===== config.mk =====
export PLATFORM = sky130hd
export DESIGN_NAME = sa8_sequencer
export DESIGN_NICKNAME = d
export VERILOG_FILES = /design/src/rtl/sa_pkg.sv /design/src/rtl/sa_skew_buffer.sv /design/src/rtl/sa8_sequencer.sv
export SDC_FILE = /design/constraint.sdc
export NUM_CORES = 2
export LEC_CHECK = 0
export ABC_AREA = 1
export CORE_AREA = 2 2 684 686
export DETAILED_ROUTE_END_ITERATION = 12
export DIE_AREA = 0 0 686 688
export PLACE_DENSITY_LB_ADDON = 0.15
export SLEW_MARGIN = 10
export SYNTH_ARGS = -nofsm -noshare
export SYNTH_HDL_FRONTEND = slang
export SYNTH_SLANG_ARGS = --single-unit
export TNS_END_PERCENT = 50

===== constraint.sdc =====
create_clock -name clk -period 7.9 [get_ports clk]
set_input_delay 1.58 -clock clk [delete_from_list [all_inputs] [get_ports clk]]
set_output_delay 1.58 -clock clk [all_outputs]
set_load 0.01 [all_outputs]

===== src/rtl/sa_pkg.sv =====
// sa_pkg: shared definitions for the 8x8 systolic-array sequencer.
//   - default widths (lane data, array dimension, k index)
//   - FSM state encoding
//   - phase lengths for the flush and drain windows
//   - uniform PE mask constants
package sa_pkg;

    localparam int SA_N   = 32;
    localparam int SA_DIM = 8;
    localparam int SA_KW  = 8;

    // Skewed data needs 2*(DIM-1)+2 cycles after the last read to reach PE(7,7).
    localparam int FLUSH_CYCLES = 16;
    localparam int DRAIN_CYCLES = 8;

    localparam logic [SA_DIM*SA_DIM-1:0] MASK_ONES = '1;
    localparam logic [SA_DIM*SA_DIM-1:0] MASK_ZERO = '0;

    typedef enum logic [2:0] {
        IDLE,
        CLEAR,
        FEED,
        FLUSH,
        LATCH,
        DRAIN,
        DONE
    } sa_state_e;

endpackage


===== src/rtl/sa_skew_buffer.sv =====
// sa_skew_buffer: triangular delay line feeding one edge of the array.
//   Lane i is delayed by 1+i register stages, so a vector presented in one
//   cycle arrives diagonally across the array edge.
// Ports:
//   clk     - clock
//   clr     - synchronous clear of every stage
//   in_vec  - DIM lanes of N bits, lane i = bits i*N +: N
//   out_vec - delayed lanes, same packing
module sa_skew_buffer #(
    parameter int N   = 32,
    parameter int DIM = 8
) (
    input  logic           clk,
    input  logic           clr,
    input  logic [N*DIM-1:0] in_vec,
    output logic [N*DIM-1:0] out_vec
);

    for (genvar i = 0; i < DIM; i++) begin : g_lane
        logic [i:0][N-1:0] sr_q;
        logic [i:0][N-1:0] sr_d;

        always_comb begin
            sr_d[0] = in_vec[i*N +: N];
            for (int s = 1; s <= i; s++) begin
                sr_d[s] = sr_q[s-1];
            end
        end

        always_ff @(posedge clk) begin
            if (clr) sr_q <= '0;
            else     sr_q <= sr_d;
        end

        assign out_vec[i*N +: N] = sr_q[i];
    end

endmodule


===== src/rtl/sa8_sequencer.sv =====
// sa8_sequencer: sequences one C = A(8xK) * B(Kx8) job on an 8x8
// output-stationary systolic array.
// Ports:
//   clk, clr            - clock, synchronous active-high reset
//   start, k_len        - job request (sampled in IDLE only) and inner dimension
//   busy, done          - job in flight / one-cycle completion pulse
//   op_rd_en/_addr      - operand buffer read; a_vec/b_vec return next cycle
//   sa_a, sa_b          - skewed operand lanes to the array edges
//   pe_clr/read/write   - uniform PE control masks
//   sa_c                - bottom B outputs of the array
//   res_valid/row/data  - one registered C row per cycle, row 7 first
module sa8_sequencer
    import sa_pkg::*;
#(
    parameter int N   = SA_N,
    parameter int DIM = SA_DIM,
    parameter int KW  = SA_KW
) (
    input  logic               clk,
    input  logic               clr,
    input  logic               start,
    input  logic [KW-1:0]      k_len,
    output logic               busy,
    output logic               done,
    output logic               op_rd_en,
    output logic [KW-1:0]      op_rd_addr,
    input  logic [N*DIM-1:0]   a_vec,
    input  logic [N*DIM-1:0]   b_vec,
    output logic [N*DIM-1:0]   sa_a,
    output logic [N*DIM-1:0]   sa_b,
    output logic [DIM*DIM-1:0] pe_clr,
    output logic [DIM*DIM-1:0] pe_read,
    output logic [DIM*DIM-1:0] pe_write,
    input  logic [N*DIM-1:0]   sa_c,
    output logic               res_valid,
    output logic [2:0]         res_row,
    output logic [N*DIM-1:0]   res_data
);

    sa_state_e        state_q, state_d;
    logic [KW-1:0]    k_len_q, k_len_d;
    logic [KW-1:0]    k_cnt_q, k_cnt_d;
    logic [4:0]       ph_q, ph_d;
    logic             rd_vld_q, rd_vld_d;
    logic             res_valid_q, res_valid_d;
    logic [2:0]       res_row_q, res_row_d;
    logic [N*DIM-1:0] res_data_q, res_data_d;
    logic [N*DIM-1:0] a_in, b_in;

    always_comb begin
        state_d     = state_q;
        k_len_d     = k_len_q;
        k_cnt_d     = k_cnt_q;
        ph_d        = ph_q;
        busy        = 1'b1;
        done        = 1'b0;
        op_rd_en    = 1'b0;
        op_rd_addr  = '0;
        pe_clr      = MASK_ZERO;
        pe_read     = MASK_ZERO;
        pe_write    = MASK_ZERO;
        res_valid_d = 1'b0;
        res_row_d   = res_row_q;
        res_data_d  = res_data_q;

        case (state_q)
            IDLE: begin
                busy   = 1'b0;
                pe_clr = MASK_ONES;
                if (start) begin
                    k_len_d = k_len;
                    k_cnt_d = '0;
                    ph_d    = '0;
                    state_d = CLEAR;
                end
            end
            CLEAR: begin
                pe_clr  = MASK_ONES;
                k_cnt_d = '0;
                ph_d    = '0;
                // K=0 still runs the flush window so job latency is always K+27.
                state_d = (k_len_q != '0) ? FEED : FLUSH;
            end
            FEED: begin
                op_rd_en   = 1'b1;
                op_rd_addr = k_cnt_q;
                if (k_cnt_q == k_len_q - 1'b1) begin
                    ph_d    = '0;
                    state_d = FLUSH;
                end else begin
                    k_cnt_d = k_cnt_q + 1'b1;
                end
            end
            FLUSH: begin
                if (ph_q == 5'(FLUSH_CYCLES - 1)) begin
                    ph_d    = '0;
                    state_d = LATCH;
                end else begin
                    ph_d = ph_q + 1'b1;
                end
            end
            LATCH: begin
                pe_read = MASK_ONES;
                ph_d    = '0;
                state_d = DRAIN;
            end
            DRAIN: begin
                // Bottom row leaves first, so the row index counts down.
                pe_write    = MASK_ONES;
                res_valid_d = 1'b1;
                res_row_d   = 3'(DRAIN_CYCLES - 1) - ph_q[2:0];
                res_data_d  = sa_c;
                if (ph_q == 5'(DRAIN_CYCLES - 1)) begin
                    ph_d    = '0;
                    state_d = DONE;
                end else begin
                    ph_d = ph_q + 1'b1;
                end
            end
            DONE: begin
                done    = 1'b1;
                state_d = IDLE;
            end
            default: begin
                state_d = IDLE;
            end
        endcase
    end

    // Buffer data is only meaningful the cycle after a read; otherwise feed
    // zeros so the skew lines carry zero outside the valid wavefront.
    assign rd_vld_d = op_rd_en;
    assign a_in     = rd_vld_q ? a_vec : '0;
    assign b_in     = rd_vld_q ? b_vec : '0;

    always_ff @(posedge clk) begin
        if (clr) begin
            state_q     <= IDLE;
            k_len_q     <= '0;
            k_cnt_q     <= '0;
            ph_q        <= '0;
            rd_vld_q    <= 1'b0;
            res_valid_q <= 1'b0;
            res_row_q   <= '0;
            res_data_q  <= '0;
        end else begin
            state_q     <= state_d;
            k_len_q     <= k_len_d;
            k_cnt_q     <= k_cnt_d;
            ph_q        <= ph_d;
            rd_vld_q    <= rd_vld_d;
            res_valid_q <= res_valid_d;
            res_row_q   <= res_row_d;
            res_data_q  <= res_data_d;
        end
    end

    assign res_valid = res_valid_q;
    assign res_row   = res_row_q;
    assign res_data  = res_data_q;

    sa_skew_buffer #(.N(N), .DIM(DIM)) u_skew_a (
        .clk     (clk),
        .clr     (clr),
        .in_vec  (a_in),
        .out_vec (sa_a)
    );

    sa_skew_buffer #(.N(N), .DIM(DIM)) u_skew_b (
        .clk     (clk),
        .clr     (clr),
        .in_vec  (b_in),
        .out_vec (sa_b)
    );

endmodule

## After elaboration in Yosys (flattened, before gate mapping)

Cells that the tools add are included.
Widths: inputs -> output; s select.

| storage, ports and cells | value |
|---|---|
| bits in registers | 2589 |
| latch bits | 0 |
| RAM bits | 0 |
| memory bits (read-only) | 0 |
| input bits | 779 |
| output and inout port bits | 975 |
| memories kept | 0 |

| operators by class | value |
|---|---|
| $add $sub $neg | 4 |
| multipliers | 0 |
| divide/modulo/power cells | 0 |
| magnitude comparators | 0 |
| eq/ne operators | 14 |
| shift operators | 0 |
| multiplexer cells | 22 |
| bitwise operators | 1 |
| reductions and logical operators | 11 |

Operators by type and width:

| kind | number |
|---|---|
| $mux 64 | 3 |
| $pmux 5 s5 | 1 |
| $mux 8 | 3 |
| $pmux 8 s3 | 1 |
| $mux 5 | 4 |
| $pmux 3 s6 | 1 |
| $mux 3 | 4 |
| $ne 2x2->1 const B | 5 |
| $eq 3x3->1 const B | 3 |
| $add 8x1->8 const B | 1 |
| $eq 8x8->1 | 1 |
| $reduce_bool 8->1 | 1 |
| $sub 8x1->8 const B | 1 |
| $eq 3x2->1 const B | 2 |
| $reduce_and 3->1 | 2 |
| $reduce_or 2->1 | 3 |
| $add 5x1->5 const B | 1 |
| $eq 5x3->1 const B | 1 |
| $eq 5x4->1 const B | 1 |
| $mux 1 | 5 |
| $reduce_bool 5->1 | 1 |
| $reduce_and 4->1 | 1 |
| $eq 3x1->1 const B | 1 |
| $logic_not 3->1 | 1 |
| 4 further kinds | 4 |

## Longest topological paths before layout

| logic depth | value |
|---|---|
| depth in word-level cells | 4 |
| mapped depth | 15 |
| gate-level depth less buffers | 15 |

## Cells and area by module

From an unflattened synthesis, not the netlist that was laid out.

| unflattened totals | value |
|---|---|
| cells, all modules | 9831 |
| area total of the unflattened synthesis | 81065.2 um2 |

By module, submodules not included:

| module | times used | cells each | area each (um2) | sequential area each (um2) |
|---|---|---|---|---|
| sa_skew_buffer | 2 | 3584 | 32551.2 | 23062.1 |
| sa8_sequencer | 1 | 2663 | 15962.8 | 5705.5 |

## Worst setup path before layout

No wires, ideal clock.

| path | value |
|---|---|
| path kind | reg2out |
| start point | register state_q[2] |
| end point | output pe_read[10] |
| data arrival time | 4.353 ns |
| data required time | 6.320 ns |
| slack | 1.967 ns |
| stages on the path, launching flop included | 4 |
| path through | dfxtp_1 > inv_2 > nor3_1 > buf_4 |

| between the ends | value |
|---|---|
| longest elaborated chain between the ends | 2 |

Ends and longest elaborated chain:

| item | line | source |
|---|---|---|
| from (decl) | sa8_sequencer.sv:40 | `sa_state_e state_q, state_d;` |
| from (signal assigned) | sa8_sequencer.sv:147 | `state_q <= state_d;` |
| $eq 3x3->1 | sa8_sequencer.sv:66 | `case (state_q)` |
| $mux 64 | sa8_sequencer.sv:66 |  |
| to (decl) | sa8_sequencer.sv:32 | `output logic [DIM*DIM-1:0] pe_read,` |

Every way passes these cells.

## Worst setup path after layout

| path | value |
|---|---|
| start point | register state_q[1] |
| end point | output pe_write[3] |

| between the ends | value |
|---|---|
| longest elaborated chain between the ends | 2 |

Ends and longest elaborated chain:

| item | line | source |
|---|---|---|
| $eq 3x3->1 | sa8_sequencer.sv:66 |  |
| $mux 64 | sa8_sequencer.sv:66 |  |
| to (decl) | sa8_sequencer.sv:33 | `output logic [DIM*DIM-1:0] pe_write,` |

Every way passes these cells.

==> run metrics <==
WHS=approximately 0.36 ns; Clock Skews=~0.069 ns; GR peak layer=met2; commonest non-fill, non-tap cell in the layout=nor2_1; clk buf depth=4; Slew Limit Fails=0; status=complete, no violations; CTS Root Cell=clkbuf_16; largest net degree at the start of global routing=around 200; Net count, final=11109; max cap viols=0; # Post-CTS Setup Buffers=0; htree depth=5; period utilization=0.628; Boundary Pins=1754; clk sink count=2589; top cells by area, synth=dfxtp_1 (68%), nor2_1 (14%), inv_1 (11%), buf_4 (1.9%), o21ai_0 (1.8%); number of fill cells=~51000; vias per cell=about 3.2; gr usage total=0.135; M3 GR Usage=0.0739; R2R setup slack=4.40 ns; crit path time final=about 5.0 ns; Die ar.=472000 um^2; Synth area leader=dfxtp_1; CTS tree=yes; crit path launch type=flop; final hold violations=0; number of synthesis warnings=0; Synthesized Nets=roughly 9500; starting density of the core=0.164; initial antenna violation count=~250; Resized cells post-CTS=0; DP Wirelength=256 mm; Seq/Total Area, Yosys=0.679; pwr dens=~290 nW/um^2; Syn-to-layout area delta=44.3%; Leakage Power=43.6 nW; met1 usage in global routing=0.146; CTS clk-pin slew, worst paths=0.06 ns; WL per Instance=19.6 um; Final ANT Viol Nets=0; FF+latch area=51800 um^2; Worst-Margin Slew=1.13 ns; CP Class=reg2out; Skew-Pair Late Insertion Delay=0.93 ns; drt first pass iters=5; Core ar.=465000 um^2; fin area=roughly 110000 um^2; total number of vias=54347; Synth cell types=32; RSZ-0062 raised after global routing=false; Die Width=686 um; Die Y=slightly below 700 um; CTS buffer count=321; Rows=approximately 250; vias in the first global route=52157; CP Data Required Time=6.32 ns; share of the synthesized area in the top cell type=0.679; Worst Setup End Kind=primary output; cts hold-fix bufs=0; VDD IR max=0.147 mV; first-pass GRT wire length=439 mm; most frequent cells in the layout=nor2_1 (2859), dfxtp_1 (2589), inv_1 (2337), clkdlybuf4s50_1 (1751), clkbuf_16 (329); Syn Area/Cell=between 8 and 9 um^2; DRT iter0 DRCs=between 2000 and 3000; Total Power=32.4 mW; drt drc=0; area of the multi-input gates=12900 um^2; setup violators final=0; gp weighted congestion=between 0.8 and 0.9; worst path arrival time=3.38 ns; share of layout cells above drive strength 1=0.0536; DRT Wirelength=330 mm; Buffers on Ports=1753; met2 GRT Util=0.225; Synth Cell Area=76400 um^2; grt total ovfl=0; area post-placement=around 99000 um^2; Yosys reg bits=2589; Min-Delay Path Class=reg2reg; Peak Freq=0.202 GHz; cell count after synthesis=8747; Slew HR=0.249; worst-path fanout max=41; setup tns final=0 ns
## through the flow
step | std cells | setup WS [ns] | utilization
2_1_floorplan | 8747 | 1.97 | -
3_3_place_gp | 16200 | 3.35 | 0.213
3_5_place_dp | 16200 | 3.33 | 0.213
4_1_cts | 16766 | 2.72 | 0.237
5_1_grt | 16778 | 2.69 | 0.237
6_report | 16834 | 2.94 | 0.237
## Yosys cell counts
library cell  instances
buf_2                91
ha_1                  5
nor2_1             2860
buf_6                 1
nand3_1              16
buf_1                 2
nand3_2               1
nand3_4               1
xor2_1                6
o21ai_2               1
o21ai_0             271
or2_2                 2
dfxtp_1            2589
o31ai_1               1
o22ai_1               1
buf_4               192
nor4_1                2
nor3_1                3
a21oi_1              18
nand4_1               4
clkinv_1              1
inv_2                 9
nand2_1              70
xnor2_1               2
nand2_4               2
o2111ai_1             1
inv_1              2337
nor2_2                3
or2_1                 1
nand2_2               3
clkbuf_1            250
nor2_4                1
## routing by layer
layer / part of all wire / up-vias
met5: 0.0029 / -
met1: 0.38 / 24554
met4: 0.033 / 156
li1: - / 27363
met2: 0.46 / 1606
met3: 0.12 / 668
## worst max-delay path, cell delays in order (launching register included)
cell             delay, ns
dfxtp_1               0.40
inv_2                 0.14
nand2_1               0.11
nor2_4                0.30
buf_4                 0.39
buf_4                 0.48
clkdlybuf4s50_1       0.64
## area by class of cell
class,instances,share of cell area
repair buffers,1791,0.163
inverters,2347,0.0801
diodes,68,0.00154
clock inverters,94,0.0113
clock buffers,472,0.0865
well taps,6198,0.0704
multi-input cells,3275,0.117
flip-flops and latches,2589,0.470
## cell families after synthesis
kind of cell / Yosys count / share of synthesized area
and+or+nand+nor: 2969 / 0.147
buffers and inverters: 2883 / 0.153
DFF: 2589 / 0.679
AOI/OAI and AO/OA: 293 / 0.0194
xor gates and xnor gates: 8 / 0.000918
adders and majority gates: 5 / 0.000819
## report_power, final
group	switching [mW]	total (mW)	internal, mW
Combinational	1.90	3.46	1.56
Sequential	0.364	13.9	13.5
Clock	6.00	15.0	8.98
## path summary, 6_finish.rpt
path	start	end	cells after the start
max reg2reg	state_q[1]	res_data[56]	9
min reg2reg	u_skew_b.g_lane[2].sr_d[51]	u_skew_b.g_lane[2].sr_d[83]	2
max	state_q[1]	pe_write[3]	6
min	u_skew_b.g_lane[2].sr_d[51]	u_skew_b.g_lane[2].sr_d[83]	2
## flip-flops by register name, indices dropped and copies added, names as in the netlist, 5 cells and up
name and flops:
ph_q 5, u_skew_a.g_lane.sr_q 32, u_skew_a.out_vec 224, u_skew_a.g_lane.sr_d 896
k_cnt_q 8, k_len_q 8, u_skew_b.out_vec 224, u_skew_b.g_lane.sr_q 32
u_skew_b.g_lane.sr_d 896, res_data 256
Power figures use the tool's default switching activity.
